--- config.mk ---
export PLATFORM = sky130hd
export DESIGN_NAME = seq_divider_32
export DESIGN_NICKNAME = d
export VERILOG_FILES = /design/src/rtl/seq_divider_32.sv
export SDC_FILE = /design/constraint.sdc
export NUM_CORES = 1
export LEC_CHECK = 0
export ABC_CLOCK_PERIOD_IN_PS = 3400
export BUFFER_PORTS_ARGS = -buffer_cell sky130_fd_sc_hd__buf_2
export CORE_ASPECT_RATIO = 1.25
export CORE_MARGIN = 8
export CORE_UTILIZATION = 35
export CTS_CLUSTER_DIAMETER = 100
export DETAILED_ROUTE_END_ITERATION = 12
export HOLD_SLACK_MARGIN = 0.12
export MAX_ROUTING_LAYER = met4
export PLACE_DENSITY = 0.64
export SYNTH_ARGS = -nofsm -noshare
export SYNTH_HDL_FRONTEND = slang
export SYNTH_SLANG_ARGS = --single-unit
--- constraint.sdc ---
create_clock -name clk -period 3.4 [get_ports clk]
set_clock_uncertainty 0.15 [all_clocks]
set_input_delay 0.51 -clock clk [delete_from_list [all_inputs] [get_ports clk]]
set_output_delay 0.51 -clock clk [all_outputs]
set_load 0.01 [all_outputs]
--- src/rtl/seq_divider_32.sv ---
// 32-bit restoring shift-subtract divider, signed or unsigned, one quotient bit per cycle.
// Result registers change only on entry to DONE and hold through IDLE.
module seq_divider_32 (
  input  logic        clk,
  input  logic        rst,
  input  logic        start,
  input  logic        sign,
  input  logic [31:0] a,
  input  logic [31:0] b,
  output logic        busy,
  output logic        done,
  output logic [31:0] quotient,
  output logic [31:0] remainder,
  output logic        div_by_zero
);

  typedef enum logic [1:0] {IDLE, RUN, FIX, DONE} state_t;

  state_t      state_q, state_d;
  logic [4:0]  count_q, count_d;
  logic [31:0] work_q, work_d;
  logic [31:0] rem_q, rem_d;
  logic [31:0] divisor_q, divisor_d;
  logic        neg_quot_q, neg_quot_d;
  logic        neg_rem_q, neg_rem_d;
  logic [31:0] quot_out_q, quot_out_d;
  logic [31:0] rem_out_q, rem_out_d;
  logic        dbz_q, dbz_d;
  logic [32:0] partial;
  logic        take;

  always_ff @(posedge clk) begin
    if (rst) state_q <= IDLE;
    else     state_q <= state_d;
  end

  always_comb begin
    state_d = state_q;
    case (state_q)
      IDLE: if (start) state_d = (b == 32'd0) ? DONE : RUN;
      RUN:  if (count_q == 5'd31) state_d = FIX;
      FIX:  state_d = DONE;
      DONE: state_d = IDLE;
      default: state_d = IDLE;
    endcase
  end

  always_comb begin
    busy = (state_q != IDLE);
    done = (state_q == DONE);
  end

  // work_q holds the dividend and collects quotient bits in its low end as it shifts
  always_comb begin
    count_d    = count_q;
    work_d     = work_q;
    rem_d      = rem_q;
    divisor_d  = divisor_q;
    neg_quot_d = neg_quot_q;
    neg_rem_d  = neg_rem_q;
    quot_out_d = quot_out_q;
    rem_out_d  = rem_out_q;
    dbz_d      = dbz_q;
    partial    = {rem_q, work_q[31]};
    take       = (partial >= {1'b0, divisor_q});
    case (state_q)
      IDLE: begin
        if (start && (b != 32'd0)) begin
          work_d     = (sign && a[31]) ? (~a + 32'd1) : a;
          divisor_d  = (sign && b[31]) ? (~b + 32'd1) : b;
          rem_d      = 32'd0;
          count_d    = 5'd0;
          neg_quot_d = sign && (a[31] ^ b[31]);
          neg_rem_d  = sign && a[31];
        end else if (start) begin
          quot_out_d = 32'hFFFF_FFFF;
          rem_out_d  = a;
          dbz_d      = 1'b1;
        end
      end
      RUN: begin
        // partial < 2*divisor, so the difference always fits back in 32 bits
        rem_d   = take ? (partial[31:0] - divisor_q) : partial[31:0];
        work_d  = {work_q[30:0], take};
        count_d = count_q + 5'd1;
      end
      FIX: begin
        quot_out_d = neg_quot_q ? (~work_q + 32'd1) : work_q;
        rem_out_d  = neg_rem_q ? (~rem_q + 32'd1) : rem_q;
        dbz_d      = 1'b0;
      end
      default: ;
    endcase
  end

  always_ff @(posedge clk) begin
    if (rst) begin
      count_q    <= 5'd0;
      work_q     <= 32'd0;
      rem_q      <= 32'd0;
      divisor_q  <= 32'd0;
      neg_quot_q <= 1'b0;
      neg_rem_q  <= 1'b0;
      quot_out_q <= 32'd0;
      rem_out_q  <= 32'd0;
      dbz_q      <= 1'b0;
    end else begin
      count_q    <= count_d;
      work_q     <= work_d;
      rem_q      <= rem_d;
      divisor_q  <= divisor_d;
      neg_quot_q <= neg_quot_d;
      neg_rem_q  <= neg_rem_d;
      quot_out_q <= quot_out_d;
      rem_out_q  <= rem_out_d;
      dbz_q      <= dbz_d;
    end
  end

  assign quotient    = quot_out_q;
  assign remainder   = rem_out_q;
  assign div_by_zero = dbz_q;

endmodule

---- After elaboration in Yosys (flattened, before gate mapping) ----
Cells that the tools add are included.
word-level totals
  register bits after elaboration ......... 170
  logic and storage cells ................. 68
  output and inout port bits .............. 67
cells by class
  muxes and demuxes ....................... 24
  bitwise gates (word level) .............. 5
  order comparisons ....................... 1
  reductions and logical operators ........ 14
  eq/ne operators ......................... 8
  add/subtract/negate cells ............... 6
operators with widths
  operator                                                                count
  32-bit 2-to-1 mux                                                       11
  32-bit case mux with 2 select lines                                     4
  32-bit by 1-bit adder with 32-bit output (second input constant)        4
  32-bit inverter                                                         4
  33-bit by 32-bit greater-or-equal comparator with 1-bit output          1
  32-bit zero test                                                        1
  32-bit nonzero test                                                     1
  32-bit subtractor                                                       1
  5-bit case mux with 2 select lines                                      1
  2-bit != test (second input constant)                                   4
  2-bit case mux with 4 select lines                                      1
  2-bit 2-to-1 mux                                                        3
  2-bit AND reduction                                                     3
  2-bit nonzero test                                                      3
  5-bit by 1-bit adder with 5-bit output (second input constant)          1
  5-bit equality test (second input constant)                             1
  5-bit 2-to-1 mux                                                        1
  2-bit equality test (second input constant)                             2
  1-bit logical AND                                                       4
  3-bit AND reduction                                                     1
  2-bit by 1-bit equality test with 1-bit output (second input constant)  1
  2-bit zero test                                                         1
  1-bit 2-to-1 mux                                                        2
  1-bit case mux with 2 select lines                                      1
  1-bit XOR                                                               1

---- Logic depth before layout (Yosys ltp) ----
Gate-level depths: netlist of run 1.
  depth in word-level cells ............... 5
  gate-level depth with buffers ........... 13
  depth with buffers taken out ............ 13

---- Worst setup path after synthesis of run 1 ----
Ideal clock, no wire load.
  path kind ............................... in2reg
  from .................................... input b[6]
  to ...................................... register work_q[1]
  setup slack ............................. 0.330 ns
  setup time .............................. 0.128 ns
  stages on the path ...................... 12
  data required time ...................... 3.122 ns
  buffers on the path ..................... 3
  arrival ................................. 2.792 ns
  cells stage by stage .................... or4_4 > nor4b_4 > nand4_1 > or3_1 > buf_2 > and3_1 > buf_6 > nor2_8 > buf_6 > nor2_1 > a21oi_1 > nor2_1
between the ends
  cells in the longest elaborated chain, start to end .. 4
RTL lines
  item                           line  source
  from (decl)                    9     input logic [31:0] b,
  32-bit nonzero test            68    if (start && (b != 32'd0)) begin
  1-bit logical AND              68
  2-bit != test (no line)        n/a
  2-bit AND reduction (no line)  n/a
  to (signal assigned)           109   work_q <= work_d;
  to (decl)                      21    logic [31:0] work_q, work_d;
No other way between the ends.
A chain may end at the register's enable or synchronous reset.

---- Worst setup path after layout of run 1 ----
  from .................................... register rem_q[14]
  to ...................................... register rem_out_q[31], in the netlist remainder[31]
between the ends
  cells in the longest elaborated chain, start to end .. 4
RTL lines
  item                                      line  source
  from (decl)                               22    logic [31:0] rem_q, rem_d;
  from (signal assigned)                    110   rem_q <= rem_d;
  32-bit inverter                           89    rem_out_d = neg_rem_q ? (~rem_q + 32'd1) : rem_q;
  32-bit by 1-bit adder with 32-bit output  89
  32-bit 2-to-1 mux                         89
  32-bit case mux with 2 select lines       66    case (state_q)
  to (signal assigned)                      115   rem_out_q <= rem_out_d;
  to (decl)                                 27    logic [31:0] rem_out_q, rem_out_d;
No other way between the ends.

==> run metrics, run 1 <==
CTS tree=done; Clock Tree Root=clkbuf_16; Worst Tran Pin Value=820 ps; post-synthesis cell type count=68; hold path startpoint=b[0]; initial antenna violation count=1; syn_area_per_cell=7.73 um^2; Detailed Route WL=34.1 mm; maximum number of pins on one net before global-route repair=62; CTS sink cnt=170; hpwl dp=26.7 mm; final setup violation count=0; hold path depth=3; maxcap violations=0; FP Rows=72; Post-CTS Setup Repair Bufs=0; WP data arrival=3410 ps; crit-path max FO=4; ys async rst share=0%; Post-synth EDFFs=0; reg-to-reg slack, setup=140 ps; share of cells above drive strength 1=17.1%; gpl congestion=0.936; Layout area overhead=19.3%; class of the worst hold path=input port to flop; top cells by count, synth=dfxtp_1 (170), nor2_1 (163), nand2_1 (155); Overall Global Routing Usage=18.2%; cell with the most instances after synthesis=dfxtp_1; Port Buffers=134; Mapped Area=11000 um^2; vias per cell=5.38; leakage power=0.00544 uW; PwrDens=660 nW/um^2; H-tree Lvls=4; die footprint=37400 um^2; first-pass detailed-route iteration total=5; Worst Hold Path EP=divisor_q[0]$_SDFFE_PP0P_; DR vias=10719; Post-CTS Resized=0; sequential area share after synthesis=31.0%; WP data required=3550 ps; drt wl/cell=17.1 um; R2R cell count=8; vias in the first global route=10097; setup TNS=0 ps; ys flop type=dfxtp_1; RR Startpoint=rem_q[14]$_SDFFE_PP0P_; WS Path Type=flop to flop; #FFs+latches synth=170; Synth Warn #=0; initial DRC count=710; Die X=174 um; Inserted Clock Buffers=17; synth top area cells=dfxtp_1 (31%), xor2_1 (6.5%), a21oi_1 (6.0%); Final nets=1683; Final Cycle Share=96.0%; Ports=135; GRT overflow=0; cells after synthesis=1421; Mapped Nets=1533; Starting Density=35.6%; dominant cell type by area after synthesis=dfxtp_1; clock-pin slew on the worst setup and hold paths=80 ps; crit path time final=3260 ps; clock buffer depth=2; core area=30900 um^2; final antenna-violating net count=0; hold_buf cts=0; status=complete, no violations; post-synth top area share=31.0%; hold slack final=187 ps; Slew Limit Headroom=45.2%; maximum VDD drop=361 uV; Setup crit start kind=flop; clk_lat worst skew=450 ps; Fin. Hold Viols=0; Fmax=0.306 GHz; Die Y=214 um; count of final max-slew check failures=0; Post-route DRC=0; Crit. End Element=flop; first-pass GRT wire length=54.1 mm; r2r endpoint=remainder[31]$_SDFFE_PP0P_; RSZ-0062 raised after global routing=no
worst max path at each step:
stage / startpoint / endpoint / slack [ps] / cells after the start
final: rem_q[14]$_SDFFE_PP0P_ / remainder[31]$_SDFFE_PP0P_ / 140 / 8
after global routing: work_q[31]$_SDFFE_PP0P_ / rem_q[30]$_SDFFE_PP0P_ / 40 / 13
after CTS: rem_q[3]$_SDFFE_PP0P_ / remainder[31]$_SDFFE_PP0P_ / 80 / 8
after detailed placement: b[23] / rem_q[29]$_SDFFE_PP0P_ / 60 / 11
after global placement: b[23] / rem_q[23]$_SDFFE_PP0P_ / 80 / 11
after floorplan: b[6] / work_q[1]$_SDFFE_PP0P_ / 330 / 12
worst max-delay path, cell delays in order, from the launching register on:
cell and delay, ps:
dfxtp_1 310, or4_1 540, or2_4 260, or4_4 440, or4_4 550, o31ai_2 220
xnor2_1 130, mux2i_1 390, a211oi_1 140
logic make-up after synthesis:
| logic type | count (synthesis) | synth area share [%] |
|---|---|---|
| XOR/XNOR | 149 | 11.9 |
| multiplexers | 10 | 0.922 |
| adder cells (fa/ha/maj) | 44 | 5.08 |
| AO/OA/AOI/OAI | 454 | 26.5 |
| AND/OR/NAND/NOR | 444 | 18.4 |
| buffers and inverters | 150 | 6.22 |
| flip-flops | 170 | 31.0 |
cell type report:
type | instances | area [um^2]
Antenna cell | 1 | 2.50
Clock buffer | 17 | 425
Clock inverter | 15 | 173
Fill cell | 3174 | 17800
Inverter | 64 | 240
Multi-Input combinational cell | 1101 | 6930
Sequential cell | 170 | 3400
Tap cell | 407 | 509
Timing Repair Buffer | 217 | 1420
layout by cell type (no fill, tap or decap), drive strengths merged, types with 11 or more instances in the layout:
master / synthesis / layout
a211oi: 48 / 48
a21oi: 131 / 131
a22oi: 23 / 23
a32oi: 16 / 16
buf: 28 / 217
clkbuf: 57 / 17
dfxtp: 170 / 170
ha: 43 / 43
inv: 64 / 71
nand2: 155 / 155
nand3: 19 / 19
nor2: 165 / 165
nor3: 22 / 22
nor4: 11 / 11
o211ai: 24 / 24
o21ai: 86 / 86
o22ai: 36 / 36
o31ai: 26 / 26
o41ai: 16 / 16
or3: 15 / 15
or4: 15 / 15
xnor2: 68 / 68
xor2: 81 / 81
metal layers:
metal | track usage, % | vias to the layer above | routed length, um
li1 | - | 5384 | -
met1 | 21.9 | 4964 | 15000
met2 | 30.0 | 312 | 16300
met3 | 2.73 | 59 | 1570
met4 | 7.45 | 0 | 1180
met5 | - | - | 0
metrics by stage:
stage	area [um^2]	util, %	power (uW)	setup WS [ps]	cells
after floorplan	11000	-	5420	330	1421
after global placement	12500	40.4	6650	80.7	1959
after detailed placement	12500	40.4	6700	57.5	1959
after CTS	13100	42.4	8680	81.6	1991
after global routing	13100	42.4	9230	40.7	1992
final	13100	42.4	8650	136	1992
sequential cells by signal, indices dropped and copies added, names as in the netlist:
name / count
div_by_zero: 1
state_q: 2
neg_rem_q: 1
rem_q: 32
work_q: 32
neg_quot_q: 1
quotient: 32
divisor_q: 32
count_q: 5
remainder: 32
report_power, final:
group | switching (uW) | leakage (uW) | internal, uW
clock | 982 | 0.000286 | 990
sequential | 348 | 0.00138 | 2380
combinational | 2350 | 0.00377 | 1600
(Power assumes the default switching activity.)
==> inputs of run 2 (changes only) <==
PLACE_DENSITY = 0.6   (was 0.64)
==> run 2 against run 1 <==
Against the previous run:
- cell count is essentially flat
- largest power group unchanged
- setup slack better by 22 ps
- sequential share of layout area rose by 0.092 points
- largest cell class unchanged
- non-clock buffer count rose by 2
==> run metrics, run 2 (same netlist as run 1, synthesis figures left out) <==
Sw Share=41.6%; commonest cells after routing, fill and taps aside=dfxtp_1 (170), nor2_1 (163), nand2_1 (155); first-pass detailed-route iteration total=5; Worst Hold Path EP=divisor_q[0]$_SDFFE_PP0P_; CTS tree=done; clk_lat worst skew=430 ps; Ports=135; DR vias=10605; GRT overflow=0; Setup crit start kind=flop; class of the worst hold path=input port to flop; clock share of power=22.2%; Overall Global Routing Usage=18.3%; drt wl/cell=17.2 um; clock-pin slew on the worst setup and hold paths=70 ps; Sequential Power Share=31.4%; RSZ-0062 raised after global routing=no; CTS sink cnt=170; count of final max-slew check failures=0; vias in the first global route=10153; Post-route DRC=0; r2r endpoint=remainder[31]$_SDFFE_PP0P_; hold slack final=209 ps; maximum number of pins on one net before global-route repair=97; die footprint=37400 um^2; maximum VDD drop=317 uV; Final Cycle Share=95.3%; ant diodes=0; status=complete, no violations; Inserted Clock Buffers=17; Gate power share=46.4%; Die X=174 um; Port Buffers=134; hold_buf cts=0; total power=8600 uW; WP data required=3520 ps; post-route cell area=13100 um^2; share of cells above drive strength 1=17.2%; H-tree Lvls=4; clock buffer depth=2; R2R cell count=8; Detailed Route WL=34.3 mm; Clock Tree Root=clkbuf_16; crit-path max FO=4; core area=30900 um^2; leakage power=0.00541 uW; Setup WS post-layout=159 ps; Die Y=214 um; setup TNS=0 ps; fillers=3206; first-pass GRT wire length=54.2 mm; RR Startpoint=rem_q[14]$_SDFFE_PP0P_; initial antenna violation count=0; reg-to-reg slack, setup=160 ps; WP data arrival=3360 ps; maxcap violations=0; PwrDens=658 nW/um^2; switching power=3580 uW; Int Power=5020 uW; initial DRC count=715; Starting Density=35.6%; Worst Tran Pin Value=1020 ps; Fmax=0.309 GHz; final antenna-violating net count=0; hold path depth=3; commonest non-fill, non-tap cell in the layout=dfxtp_1; hpwl dp=26.9 mm; hold path startpoint=b[0]; crit path time final=3240 ps; Final nets=1685; FP Rows=72; Area after DPL=12500 um^2; gpl congestion=0.943; vias per cell=5.33; Fin. Hold Viols=0; Layout area overhead=18.9%; final setup violation count=0; Crit. End Element=flop; Slew Limit Headroom=31.9%; WS Path Type=flop to flop; pre-CTS setup slack=-93.9 ps
==> run 2: worst max-delay path by stage <==
stage | startpoint | end | slack, ps
2_1_floorplan | b[6] | work_q[1]$_SDFFE_PP0P_ | 330
3_3_place_gp | b[23] | quotient[22]$_SDFFE_PP0P_ | -50
3_5_place_dp | b[23] | quotient[18]$_SDFFE_PP0P_ | -90
4_1_cts | work_q[31]$_SDFFE_PP0P_ | rem_q[30]$_SDFFE_PP0P_ | 70
5_1_grt | rem_q[9]$_SDFFE_PP0P_ | work_q[0]$_SDFFE_PP0P_ | 40
6_report | rem_q[14]$_SDFFE_PP0P_ | remainder[31]$_SDFFE_PP0P_ | 160
==> run 2: what timing repair did <==
action / CTS / global route
gates resized for setup: 0 / 2
setup endpoints to repair: 0 / 4
buffers inserted: 0 / 1
==> run 2: per-stage QoR <==
stage               std cells  util [%]
floorplan                1421         -
global placement         1960      40.4
detailed placement       1960      40.4
CTS                      1990      42.2
global route             1991      42.3
finish                   1991      42.3
==> run 2: final cells by class <==
class                           count  area, um^2  area share, %
Multi-Input combinational cell   1101        6920           53.0
Sequential cell                   170        3400           26.1
Timing Repair Buffer              219        1420           10.9
Tap cell                          407         509           3.90
Clock buffer                       17         425           3.26
Inverter                           64         240           1.84
Clock inverter                     13         135           1.03
==> run 2: power groups by stage <==
stage          registers, uW  clock network [uW]  logic, uW
2_1_floorplan           2710                   0       2710
3_3_place_gp            2730                   0       3930
3_5_place_dp            2740                   0       3970
4_1_cts                 2700                1940       3980
5_1_grt                 2750                2030       4420
6_report                2700                1910       3990
==> run 2: critical path, stage by stage, from the launching register on <==
cell and delay (ps):
dfxtp_1 310, or4_1 530, or2_4 260, or4_4 440, or4_4 550, o31ai_2 220
xnor2_1 130, mux2i_1 360, a211oi_1 140
==> run 2: per-layer routing <==
| layer | share of wire (%) | vias to the layer above | track usage (%) |
|---|---|---|---|
| met3 | 4.4 | 52 | 2.55 |
| met4 | 4.2 | 0 | 8.85 |
| met1 | 45 | 4859 | 22.2 |
| met5 | 0 | - | - |
| met2 | 47 | 296 | 29.4 |
| li1 | - | 5398 | - |
